[config.mk]
export PLATFORM = sky130hd
export DESIGN_NAME = maze_mem_arbiter
export DESIGN_NICKNAME = d
export VERILOG_FILES = /design/src/rtl/maze_pkg.sv /design/src/rtl/rr_arb2.sv /design/src/rtl/maze_mem_arbiter.sv
export SDC_FILE = /design/constraint.sdc
export NUM_CORES = 1
export LEC_CHECK = 0
export ABC_CLOCK_PERIOD_IN_PS = 1500
export BUFFER_PORTS_ARGS = -buffer_cell sky130_fd_sc_hd__buf_2
export CAP_MARGIN = 20
export CORE_MARGIN = 4
export CORE_UTILIZATION = 39
export DETAILED_ROUTE_END_ITERATION = 8
export PLACE_DENSITY = 0.83
export SYNTH_ARGS = -nofsm -noshare
export SYNTH_HDL_FRONTEND = slang
export SYNTH_SLANG_ARGS = --single-unit
[constraint.sdc]
create_clock -name clk -period 1.5 [get_ports clk]
set_clock_uncertainty 0.2 [all_clocks]
set_input_delay 0.075 -clock clk [delete_from_list [all_inputs] [get_ports clk]]
set_output_delay 0.075 -clock clk [all_outputs]
set_load 0.005 [all_outputs]
[src/rtl/maze_pkg.sv]
// maze_pkg: shared widths, FSM encoding and requester IDs for the maze
// memory arbiter and its round-robin sub-block.
package maze_pkg;

    // Default geometry: 16x16 cells, address is {y, x}.
    localparam int MAZE_DIM_W  = 4;
    localparam int MAZE_ADDR_W = 2 * MAZE_DIM_W;

    // FSM encoding (plain constants so older tools can share them).
    localparam logic [0:0] ST_ARB   = 1'b0;
    localparam logic [0:0] ST_CLEAR = 1'b1;

    // Requester IDs, also used as bit positions in the grant vector.
    localparam logic REQ_SOLVER = 1'b0;
    localparam logic REQ_HOST   = 1'b1;

endpackage

[src/rtl/rr_arb2.sv]
// rr_arb2: two-input round-robin arbiter. On a tie the requester that did
// not win last time is granted. The history only advances when the
// grant is actually accepted, so a suppressed cycle does not skew fairness.
module rr_arb2
    import maze_pkg::*;
(
    input  logic       clk,
    input  logic       rst,
    input  logic [1:0] req,
    input  logic       accept,
    output logic [1:0] gnt
);

    logic last_winner;

    // Pick the single requester, or on a tie the one that lost last time.
    always_comb begin
        gnt = 2'b00;
        if (req == 2'b11) begin
            gnt = (last_winner == REQ_HOST) ? 2'b01 : 2'b10;
        end else begin
            gnt = req;
        end
    end

    // Remember who won; the host starts as last winner so the solver wins the first tie.
    always_ff @(posedge clk) begin
        if (rst) begin
            last_winner <= REQ_HOST;
        end else if (accept && (gnt != 2'b00)) begin
            last_winner <= gnt[REQ_HOST] ? REQ_HOST : REQ_SOLVER;
        end
    end

endmodule

[src/rtl/maze_mem_arbiter.sv]
// maze_mem_arbiter: shares the single-port maze bit-memory between the
// solver datapath and the host loader, blocks host writes while a solve is
// running, and owns the clear sweep that zeroes every cell before a solve.
module maze_mem_arbiter
    import maze_pkg::*;
#(
    parameter int DIM_W  = MAZE_DIM_W,
    parameter int ADDR_W = MAZE_ADDR_W
) (
    input  logic              clk,
    input  logic              rst,

    input  logic              s_req,
    input  logic              s_we,
    input  logic [DIM_W-1:0]  s_x,
    input  logic [DIM_W-1:0]  s_y,
    input  logic              s_din,
    output logic              s_gnt,
    output logic              s_rvalid,
    output logic              s_dout,

    input  logic              h_req,
    input  logic              h_we,
    input  logic [DIM_W-1:0]  h_x,
    input  logic [DIM_W-1:0]  h_y,
    input  logic              h_din,
    output logic              h_gnt,
    output logic              h_err,
    output logic              h_rvalid,
    output logic              h_dout,

    input  logic              solver_busy,
    input  logic              clr_req,
    output logic              clr_done,

    output logic              mem_en,
    output logic              mem_we,
    output logic [ADDR_W-1:0] mem_addr,
    output logic              mem_din,
    input  logic              mem_dout
);

    // One extra counter bit keeps the terminal compare free of wrap-around.
    localparam logic [ADDR_W:0] CNT_LAST = (ADDR_W+1)'((1 << ADDR_W) - 1);
    localparam logic [ADDR_W:0] CNT_ONE  = (ADDR_W+1)'(1);

    logic [0:0]      state;
    logic [ADDR_W:0] clr_cnt;
    logic            clr_last;
    logic            arb_accept;
    logic [1:0]      arb_req;
    logic [1:0]      arb_gnt;
    logic            h_blocked;

    assign arb_req    = {h_req, s_req};
    assign arb_accept = (state == ST_ARB) && !clr_req;
    assign clr_last   = (clr_cnt == CNT_LAST);

    rr_arb2 u_rr_arb2 (
        .clk    (clk),
        .rst    (rst),
        .req    (arb_req),
        .accept (arb_accept),
        .gnt    (arb_gnt)
    );

    // A grant only stands while arbitrating and no clear is being requested.
    assign s_gnt     = arb_accept && arb_gnt[REQ_SOLVER];
    assign h_gnt     = arb_accept && arb_gnt[REQ_HOST];
    assign h_blocked = h_gnt && h_we && solver_busy;
    assign h_err     = h_blocked;

    // Drive the memory port from the sweep, the granted requester, or nothing.
    always_comb begin
        mem_en   = 1'b0;
        mem_we   = 1'b0;
        mem_addr = '0;
        mem_din  = 1'b0;
        if (state == ST_CLEAR) begin
            mem_en   = 1'b1;
            mem_we   = 1'b1;
            mem_addr = clr_cnt[ADDR_W-1:0];
        end else if (s_gnt) begin
            mem_en   = 1'b1;
            mem_we   = s_we;
            mem_addr = {s_y, s_x};
            mem_din  = s_we & s_din;
        end else if (h_gnt && !h_blocked) begin
            mem_en   = 1'b1;
            mem_we   = h_we;
            mem_addr = {h_y, h_x};
            mem_din  = h_we & h_din;
        end
    end

    // Sequence ARB/CLEAR and step the sweep address; flag the end one cycle late.
    always_ff @(posedge clk) begin
        if (rst) begin
            state    <= ST_ARB;
            clr_cnt  <= '0;
            clr_done <= 1'b0;
        end else begin
            clr_done <= 1'b0;
            if (state == ST_ARB) begin
                if (clr_req) begin
                    state   <= ST_CLEAR;
                    clr_cnt <= '0;
                end
            end else begin
                clr_cnt <= clr_cnt + CNT_ONE;
                if (clr_last) begin
                    state    <= ST_ARB;
                    clr_done <= 1'b1;
                end
            end
        end
    end

    // Remember which requester issued a read so the returning bit goes back to it.
    always_ff @(posedge clk) begin
        if (rst) begin
            s_rvalid <= 1'b0;
            h_rvalid <= 1'b0;
        end else begin
            s_rvalid <= s_gnt && !s_we;
            h_rvalid <= h_gnt && !h_we;
        end
    end

    assign s_dout = s_rvalid & mem_dout;
    assign h_dout = h_rvalid & mem_dout;

endmodule

======== Yosys cells after proc, flatten, opt, wreduce, memory -nomap -nowiden ========
Index checks and enable logic that the tools add are counted.
W data, S select, Z words.
word-level totals
  register bits ........................... 14
  output and inout bits ................... 19
  input bits .............................. 27
cells by class
  multiplexer cells ....................... 21
  bitwise gates (word level) .............. 5
  reduce and logical (&&, ||, !) cells .... 16
  equal/unequal tests ..................... 2
  add/sub/neg operators ................... 1
operators with widths
  kind                   count
  $mux W8                3
  $mux W9                2
  $mux W1                14
  $add A9 B1 Y9 const B  1
  $eq A9 B8 Y1 const B   1
  $logic_and A1 B1 Y1    9
  $and A1 B1 Y1          4
  $logic_not A1 Y1       4
  $mux W2                2
  $reduce_bool A2 Y1     2
  $eq A2 B2 Y1 const B   1
  $reduce_or A2 Y1       1
  $not A1 Y1             1

======== Longest topological paths before layout ========
  depth after elaboration ................. 10
  depth in mapped cells ................... 7

======== Modules after synthesis ========
A second synthesis with hierarchy kept.
unflattened totals
  cell total of the unflattened synthesis .. 112
  area total of the unflattened synthesis .. 884.6 µm²
by module, submodules not included
  module            instances  area each (µm²)  sequential area each (µm²)  cells an instance
  maze_mem_arbiter  1          823.3            260.2                       105
  rr_arb2           1          61.3             20.0                        7

======== Least setup slack after synthesis ========
No wires, ideal clock.
  path kind ............................... reg2out
  from .................................... register state
  to ...................................... output mem_addr[5]
  buffers on the path ..................... 2
  cell stages (with the launch flop) ...... 6
  path slack .............................. -0.026 ns
  data required time ...................... 1.225 ns
  arrival time ............................ 1.251 ns
  cell sequence ........................... dfxtp_1 -> buf_6 -> or3b_1 -> and3b_1 -> buf_6 -> a221o_1
between the ends
  word-level cells in the longest chain between the ends .. 10
  elaborated cells between the ends (all ways) .. 11
  those cells by class .................... mux: 3; bitwise: 1; reduce/logical: 7
RTL lines
  item                              RTL line                 source
  start, declared                   maze_mem_arbiter.sv:47   logic [0:0] state;
  start signal, assigned            maze_mem_arbiter.sv:99   state <= ST_ARB;
  start signal, assigned            maze_mem_arbiter.sv:106  state <= ST_CLEAR;
  start signal, assigned            maze_mem_arbiter.sv:112  state <= ST_ARB;
  $not A1 Y1 (no line)              n/a
  $logic_and A1 B1 Y1               maze_mem_arbiter.sv:56   assign arb_accept = (state == ST_ARB) && !clr_req;
  $logic_and A1 B1 Y1               maze_mem_arbiter.sv:69   assign h_gnt = arb_accept && arb_gnt[REQ_HOST];
  $logic_and A1 B1 Y1 (2 in a row)  maze_mem_arbiter.sv:70   assign h_blocked = h_gnt && h_we && solver_busy;
  $logic_not A1 Y1                  maze_mem_arbiter.sv:88   end else if (h_gnt && !h_blocked) begin
  $logic_and A1 B1 Y1               maze_mem_arbiter.sv:88
  $mux W8                           maze_mem_arbiter.sv:88
  $mux W8                           maze_mem_arbiter.sv:83   end else if (s_gnt) begin
  $mux W8 (*)                       maze_mem_arbiter.sv:79   if (state == ST_CLEAR) begin
  end, declared                     maze_mem_arbiter.sv:38   output logic [ADDR_W-1:0] mem_addr,
Mark *: on every way between the ends. The rest lies on a longest branch, timed or not.

======== Worst setup path after layout ========
Ends and elaborated chain as after synthesis.

==> impl_metrics.yaml <==
outcome:
  status: "finished with violations"
  violations: "negative setup slack"
yosys:
  synth_nets: 130
  yosysWarnings: 0
  synth_cell_types: 36
  synth_top_family_by_area: "simple AND/OR/NAND/NOR gates"
  synth-async-reset-ratio_pct: 0
  netlist_area_um2: 875
  synthSimpleGateAreaFrac_pct: 31.2
  post_synthesis_sequential_area_ratio_pct: 32.0
  yosys.area_share.adder_pct: 2.86
  ys.flop_type: "sky130_fd_sc_hd__dfxtp_1"
  synthesized_area_fraction_occupied_by_ao_oa_aoi_and_oai_cells_pct: 24.9
  synth-edff-count: 0
  post_synth_mux_area_share_pct: 1.14
  synth_seq_cells: 14
  post_synth_inst_count: 101
  post_synth_xor_area_fraction_pct: 1.00
  synth_area_per_cell_um2: 8.66
min_path:
  holdCritPathClass: "in2reg"
  min_path_cells: 3
route:
  post-route-drc-count: 0
  routed_via_count: 1079
  postRouteWirelength_um: 3190
  detailedRoute.firstIterationViolations: 34
  remaining_number_of_nets_flagged_by_the_antenna_check_after_routing: 0
  detailedRoute.firstPassIterationCount: 4
  per_cell_routed_wire_length_um: 16.5
  route.detailed.vias_per_inst: 5.59
placed_design:
  gpl.final_weighted_congestion: 0.862
  placement.io_buffers: 45
  hpwl_um: 2050
  dp_cells: 181
sta:
  timing.max_slew.rel_slack_pct: 84.0
  worst_pin_slew_ps: 236
  timing_max_transition_violations_final: 0
  totalNegativeSetupSlack_ps: -4000
  setup_failing_eps_final: 17
  max_clock_freq_mhz: 530
  worst_hold_slack_ps: 89.0
  final.min_clock_period_ps: 1890
  finalCritPeriodShare_pct: 126
  rsz_0062_raised_after_global_routing: "yes"
  setup_ws_ps: -385
  timing.final.hold_violations: 0
cts:
  cts.root.buffer_cell: "sky130_fd_sc_hd__clkbuf_4"
  cts.htree.levels: 1
  clock-sinks: 14
  cts-root-to-sink-buffers: 2
  insertion_delay_ps: 300
  cts.clk_slew.worst_paths_ps: 90
  cts_made_buffers: 3
  tritoncts: "built"
final_layout:
  syn2layout_area_growth_pct: 63.4
  final_util_pct: 70.0
  antenna-diode-count: 0
  multi_input_comb_area_um2: 602
  final-instance-count-excl-fill: 193
  drive_above_1_share_pct: 54.2
  reg_area_um2: 287
  design.final.nets: 196
  n_fill_cell: 168
worst_setup_path:
  timing.critical_path.required_ps: 1220
  reg2regPathDepth: 7
  crit_path_start_kind: "flop"
  crit_arrival_ps: 1610
  worst-path-max-fanout: 8
  endpoint_kind: "output port"
  criticalPathCategory: "reg2out"
global_routing:
  first_global_vias: 968
  grt_usage_pct: 17.9
  grt_start_max_net_pins: 21
  grt_first_pass_wirelength_um: 4530
  grt_antenna_before_repair: 0
  grt_overflow: 0
floorplan:
  placement_rows: 16
  design.core.area_um2: 2040
  dieArea_um2: 3060
  num_io_pins: 46
  start_util_pct: 42.8
  fp.dieW_um: 55.4
  die_h_um: 55.4
power:
  power_density_nw_per_um2: 648
  peakVddDrop_v: 0.000660
  power_leakage_uw: 0.000674
run:
  maxCapViolCount: 0
[routing by layer]
| metal | GRT usage (%) | part of all wire [%] | up-vias |
|---|---|---|---|
| li1 | - | - | 516 |
| met1 | 20.2 | 39 | 524 |
| met2 | 32.8 | 53 | 35 |
| met3 | 3.96 | 5.5 | 4 |
| met4 | 6.25 | 2.2 | 0 |
| met5 | 0 | 0 | - |
[metrics by stage]
stage	power, µW	area (µm²)	worst slack [ps]
2_1_floorplan	486	877	-5.52
3_3_place_gp	563	1200	-107
3_5_place_dp	572	1200	-164
4_1_cts	862	1300	-375
5_1_grt	956	1430	-433
6_report	927	1430	-385
[worst max-delay path, cell delays in order (launching register included)]
cell,delay (ps)
sky130_fd_sc_hd__dfxtp_2,340
sky130_fd_sc_hd__or3b_1,350
sky130_fd_sc_hd__and3b_2,340
sky130_fd_sc_hd__a221o_1,170
sky130_fd_sc_hd__buf_2,110
[kinds of logic (layout without fill, tap and decap cells)]
family,Yosys count,after routing
fa+ha+maj,2,2
compound gates,27,27
flops,14,14
buf+inv,10,74
xor+xnor,1,1
mux,1,1
simple gates,46,47
[state kept, by name (all words and copies together) (netlist names)]
register	count
clr_done	1
clr_cnt	9
state	1
h_rvalid	1
u_rr_arb2.last_winner	1
s_rvalid	1
[synthesized netlist by cell type, drive strengths merged, types with 2 or more instances]
cell    number  area [µm²]
dfxtp       14         280
and2        10        62.6
a221o        8        88.8
a21oi        7        35.0
nand3        6        30.0
nor2         6        25.0
inv          4        15.0
nand2b       4        25.0
and3         3        18.8
buf          3        33.8
clkbuf       3        11.3
nand2        3        11.3
ha           2        25.0
nand4        2        12.5
nor2b        2        12.5
nor3         2        10.0
nor3b        2        15.0
o211ai       2        15.0
o21ai        2        10.0
or3          2        12.5
[area by class of cell]
type	count	share of cell area (%)
sequential	14	20.1
inverter	4	1.05
multi-input combinational	78	42.1
tap	27	2.36
timing repair buffer	66	31.9
clock buffer	4	2.54
[final timing paths]
path | to | slack, ps | start
min | s_rvalid$_SDFF_PP0_ | 90 | s_req
max reg2reg | clr_cnt[8]$_SDFFE_PP0P_ | -50 | clr_cnt[0]$_SDFFE_PP0P_
min reg2reg | clr_cnt[6]$_SDFFE_PP0P_ | 320 | clr_cnt[6]$_SDFFE_PP0P_
max | mem_addr[5] | -390 | state$_SDFF_PP0_
[power breakdown]
group,total [µW],leakage [µW],switching [µW],internal [µW]
combinational,246,0.000538,110,136
sequential,389,0.000115,7.90,381
clock,291,0.0000210,143,148
[cell usage in the layout (no fill, tap or decap), drive strengths merged, types with 2 or more instances in the layout]
| cell | n |
|---|---|
| nand2 | 3 |
| nor3 | 2 |
| dfxtp | 14 |
| o211ai | 2 |
| dlygate4sd3 | 4 |
| nand3 | 6 |
| and3 | 4 |
| nor2 | 6 |
| and2 | 10 |
| nand2b | 4 |
| nor3b | 2 |
| buf | 61 |
| ha | 2 |
| o21ai | 2 |
| clkbuf | 5 |
| a221o | 8 |
| inv | 4 |
| nor2b | 2 |
| a21oi | 7 |
| nand4 | 2 |
| or3 | 2 |
[timing repair]
item                                    CTS  global route
hold endpoints to repair                 12             0
pin swaps                                 6            14
endpoints found under the setup margin   16            19
hold buffers                              4             0
cloned                                    0             2
setup buffers                             1             1
gates resized for setup                   7            20
(Power assumes the default switching activity.)
